### config.mk
export PLATFORM = sky130hd
export DESIGN_NAME = pipeline_sequencer
export DESIGN_NICKNAME = d
export VERILOG_FILES = /design/src/rtl/pipeline_sequencer.sv
export SDC_FILE = /design/constraint.sdc
export NUM_CORES = 1
export LEC_CHECK = 0
export BUFFER_PORTS_ARGS = -buffer_cell sky130_fd_sc_hd__buf_2
export CAP_MARGIN = 20
export CORE_MARGIN = 5
export CORE_UTILIZATION = 30
export CTS_CLUSTER_SIZE = 24
export DETAILED_ROUTE_END_ITERATION = 8
export PLACE_DENSITY = 0.57
export SLEW_MARGIN = 20
export SYNTH_ARGS = -nofsm -noshare
export SYNTH_HDL_FRONTEND = slang
export SYNTH_SLANG_ARGS = --single-unit
### constraint.sdc
create_clock -name clk -period 2.8 [get_ports clk]
set_input_delay 0.42 -clock clk [delete_from_list [all_inputs] [get_ports clk]]
set_output_delay 0.42 -clock clk [all_outputs]
set_load 0.1 [all_outputs]
### src/rtl/pipeline_sequencer.sv
// Stall/flush sequencer for the 5-stage pipeline: load-use bubbles, multi-cycle MUL
// occupancy of EX, branch/jump redirect flushes and the HALT/resume handshake.
module pipeline_sequencer #(
  parameter int          REG_AW       = 3,
  parameter int          MUL_CYCLES   = 3,
  parameter int          LOAD_BUBBLES = 1,
  parameter int          CNT_W        = 16,
  parameter logic [4:0]  OP_MUL       = 5'h06,
  parameter logic [4:0]  OP_HALT      = 5'h1F
) (
  input  logic              clk,
  input  logic              rst_n,
  input  logic              id_valid,
  input  logic [4:0]        id_opcode,
  input  logic [REG_AW-1:0] id_rs1,
  input  logic [REG_AW-1:0] id_rs2,
  input  logic              id_uses_rs2,
  input  logic              ex_mem_read,
  input  logic              ex_reg_write,
  input  logic [REG_AW-1:0] ex_rd,
  input  logic              ex_redirect,
  input  logic              resume,
  output logic              pc_en,
  output logic              if_id_en,
  output logic              if_id_flush,
  output logic              id_ex_en,
  output logic              id_ex_flush,
  output logic              ex_hold,
  output logic              halted,
  output logic [CNT_W-1:0]  stall_cycles
);

  localparam int CNT_MAX = (MUL_CYCLES > LOAD_BUBBLES) ? MUL_CYCLES : LOAD_BUBBLES;
  localparam int CW      = $clog2(CNT_MAX + 1);

  typedef enum logic [1:0] {RUN, LOAD_STALL, MUL_WAIT, HALT} state_e;

  state_e           state_q, state_d;
  logic [CW-1:0]    cnt_q, cnt_d;
  logic [CNT_W-1:0] stall_q, stall_d;
  logic             lu;

  assign lu = id_valid & ex_mem_read & ex_reg_write &
              ((ex_rd == id_rs1) | (id_uses_rs2 & (ex_rd == id_rs2)));

  always_comb begin
    pc_en       = 1'b1;
    if_id_en    = 1'b1;
    if_id_flush = 1'b0;
    id_ex_en    = 1'b1;
    id_ex_flush = 1'b0;
    ex_hold     = 1'b0;
    halted      = 1'b0;
    state_d     = state_q;
    cnt_d       = cnt_q;
    case (state_q)
      RUN: begin
        if (ex_redirect) begin
          if_id_flush = 1'b1;
          id_ex_flush = 1'b1;
        end else if (lu) begin
          pc_en       = 1'b0;
          if_id_en    = 1'b0;
          id_ex_flush = 1'b1;
          if (LOAD_BUBBLES > 1) begin
            state_d = LOAD_STALL;
            cnt_d   = CW'(LOAD_BUBBLES - 1);
          end
        end else if (id_valid && id_opcode == OP_MUL) begin
          if (MUL_CYCLES > 1) begin
            state_d = MUL_WAIT;
            cnt_d   = CW'(MUL_CYCLES - 1);
          end
        end else if (id_valid && id_opcode == OP_HALT) begin
          state_d = HALT;
        end
      end
      LOAD_STALL: begin
        // A redirect squashes the dependent instruction, so the remaining bubbles are moot.
        if (ex_redirect) begin
          if_id_flush = 1'b1;
          id_ex_flush = 1'b1;
          state_d     = RUN;
          cnt_d       = '0;
        end else begin
          pc_en       = 1'b0;
          if_id_en    = 1'b0;
          id_ex_flush = 1'b1;
          cnt_d       = cnt_q - CW'(1);
          if (cnt_q == CW'(1)) state_d = RUN;
        end
      end
      MUL_WAIT: begin
        pc_en    = 1'b0;
        if_id_en = 1'b0;
        id_ex_en = 1'b0;
        ex_hold  = 1'b1;
        cnt_d    = cnt_q - CW'(1);
        if (cnt_q == CW'(1)) state_d = RUN;
      end
      HALT: begin
        halted      = 1'b1;
        pc_en       = 1'b0;
        if_id_en    = 1'b0;
        id_ex_flush = 1'b1;
        if (resume) begin
          halted      = 1'b0;
          if_id_flush = 1'b1;
          pc_en       = 1'b1;
          state_d     = RUN;
        end
      end
      default: begin
        state_d = RUN;
        cnt_d   = '0;
      end
    endcase
    stall_d = (!pc_en && stall_q != {CNT_W{1'b1}}) ? stall_q + CNT_W'(1) : stall_q;
  end

  always_ff @(posedge clk or negedge rst_n) begin
    if (!rst_n) begin
      state_q <= RUN;
      cnt_q   <= '0;
      stall_q <= '0;
    end else begin
      state_q <= state_d;
      cnt_q   <= cnt_d;
      stall_q <= stall_d;
    end
  end

  assign stall_cycles = stall_q;

endmodule

==> impl_metrics.tcl <==
set metrics [dict create \
    drc 0 \
    ys_ff_latch 20 \
    end_kind "primary output" \
    min_path_type "input pin to async pin" \
    ys_top_cells_by_area "dfrtp_1, xnor2_1, ha_1" \
    critPathLaunchType "register" \
    ff_latch_area_um2 500 \
    synth_edf_count 0 \
    grt_pass1_vias 1055 \
    grt_overflow 0 \
    rsz0062_at_grt "no" \
    htree_levels 1 \
    worst_slack_ns 0.389 \
    arrival_ns 1.99 \
    ys_types 34 \
    placed_area_um2 1540 \
    clockBufferDepth 2 \
    syn_nets 162 \
    start_util_pct 31.3 \
    via_per_inst 4.90 \
    synth_top_area_share_pct 39.6 \
    die_x_um 74.9 \
    areaGrowthSynthToFinish_pct 27.8 \
    synthTopCellsByCount "dfrtp_1, xnor2_1, nand3_1" \
    power_mw 1.91 \
    drt_wl_total_mm 2.81 \
    hold_violations 0 \
    grt_max_degree 21 \
    core_um2 4030 \
    power.density_nw_per_um2 1190 \
    firstDrtPassIters 4 \
    sw_frac_of_total_pct 57.7 \
    drt_iter0_drc 67 \
    cts.repair.resized 0 \
    cts.clk_slew.worst_paths_ns 0.08 \
    num_rows 23 \
    synthArstFlopShare_pct 100 \
    switchingPower_mw 1.10 \
    vdd_drop_max_uv 752 \
    cts_tree "yes" \
    ys.flop_type "dfrtp_1" \
    yosys.area.top_type "dfrtp_1" \
    finalSetupViolations 0 \
    cap_violations 0 \
    ctsHoldBuffers 0 \
    numPlacedInstances 227 \
    setup_tns_ns 0 \
    cts_buffers 3 \
    grt_first_pass_wirelength_mm 4.82 \
    ys_seq_area_share_pct 39.6 \
    die_area_um2 5610 \
    place.gp.congestion 0.748 \
    postSynthCellCount 134 \
    final_nets 210 \
    multi_input_area_um2 713 \
    synth.most_common_cell "dfrtp_1" \
    dp_slack_ns 0.558 \
    antenna_found_initial 0 \
    grtUsageTotal_pct 10.9 \
    instances_no_fill 231 \
    dieHeight_um 74.9 \
    syn-mean-instance-area_um2 9.42 \
    yosys_warnings 0 \
    clock.fmax_mhz 415 \
    finalClockSkew_ns 0.00551 \
    finalCriticalPeriod_ns 2.41 \
    dr_total_vias 1132 \
    critical_path_required_ns 2.38 \
    worst_pin_slew_ns 0.494 \
    drv_slew 0 \
    cts_sinks 20 \
    post_cts_buffers 0 \
    fin_crit_sh_pct 86.1 \
    ios 45 \
    leakage_nw 0.785 \
    synthesis.area_um2 1260 \
    fillers 428 \
    ant_nets 0 \
    worstSetupPathType "register to primary output" \
    stdcell_area_um2 1610 \
    clock-root-buffer "clkbuf_8" \
    max-slew-margin-rel_pct 67.3 \
    crit_fanout 11 \
    seq_power_share_pct 22.5 \
    dp_hpwl_mm 2.29 \
    clk_latency_ns 0.26 \
    wire_per_inst_um 12.2 \
    p_int_uw 810 \
    io_buffers 44 \
    clkPwrFrac_pct 15.0 \
    outcome "finished, final reports clean" \
    diodes 0 \
    final_layout_size_suffix_gt1_share_pct 32.0 \
    combPwrFrac_pct 62.5 \
]
## sequential cells by signal (all words and copies together), names as in the netlist
| name | flops |
|---|---|
| cnt_q | 2 |
| state_q | 2 |
| stall_cycles | 16 |
## cell families after synthesis
family | after synthesis | synth area share [%]
multiplexers | 2 | 1.78
XOR/XNOR | 19 | 13.2
adder cells (fa/ha/maj) | 6 | 5.95
flip-flops | 20 | 39.6
AND/OR/NAND/NOR | 48 | 20.3
AO/OA/AOI/OAI | 27 | 15.3
buffers and inverters | 12 | 3.86
## metal layers
| metal | track usage, % | part of all wire [%] |
|---|---|---|
| met5 | 0 | 0 |
| met1 | 14.0 | 45 |
| met2 | 18.1 | 50 |
| met3 | 2.94 | 3.9 |
| met4 | 2.57 | 0.89 |
## layout by cell type (no fill, tap or decap), types with 3 or more instances in the layout
cell type and instances:
and3_1 7, inv_1 9, ha_1 6, xnor2_1 18, dfrtp_1 20, nand4_1 6
o21ai_0 7, a21oi_1 8, buf_2 44, clkbuf_8 3, nor2_1 9, nand3_1 15
nand2_1 5
## critical path: stages, from the launching register on
cell and delay [ns]:
dfrtp_1 0.43, inv_1 0.10, ha_1 0.36, a21oi_1 0.07, a32o_2 0.25, inv_2 0.08, buf_2 0.43
## power groups by stage
stage               clock network, mW  logic [mW]  registers [mW]
floorplan                           0       0.718           0.720
global placement                    0        1.21           0.437
detailed placement                  0        1.21           0.436
CTS                             0.297        1.21           0.431
global route                    0.306        1.28           0.446
finish                          0.287        1.20           0.430
## final cells by class
| class | count | share of cell area, % |
|---|---|---|
| inverter | 10 | 2.33 |
| clock buffer | 3 | 2.56 |
| multi-input combinational | 102 | 44.2 |
| clock inverter | 1 | 1.86 |
| tap | 50 | 3.88 |
| sequential | 20 | 31.0 |
| timing repair buffer | 45 | 14.1 |
## final timing paths
path	from	endpoint	slack [ns]	cells past startpoint
worst max-delay path	state_q[0]	pc_en	0.39	6
worst min-delay path	rst_n	stall_cycles[9]	0.1	1
worst max register to register	state_q[0]	stall_cycles[12]	0.86	7
worst min register to register	stall_cycles[15]	stall_cycles[15]	0.49	1
max in group asynchronous	rst_n	cnt_q[1]	2.39	1
min in group clk	stall_cycles[15]	stall_cycles[15]	0.49	1
## through the flow
step | util, % | hold WS (ns)
global placement | 38.3 | 0.397
finish | 40.0 | 0.0958
floorplan | - | 0.124
CTS | 40.0 | 0.112
global route | 40.0 | 0.135
detailed placement | 38.3 | 0.399
(Power assumes the default switching activity.)
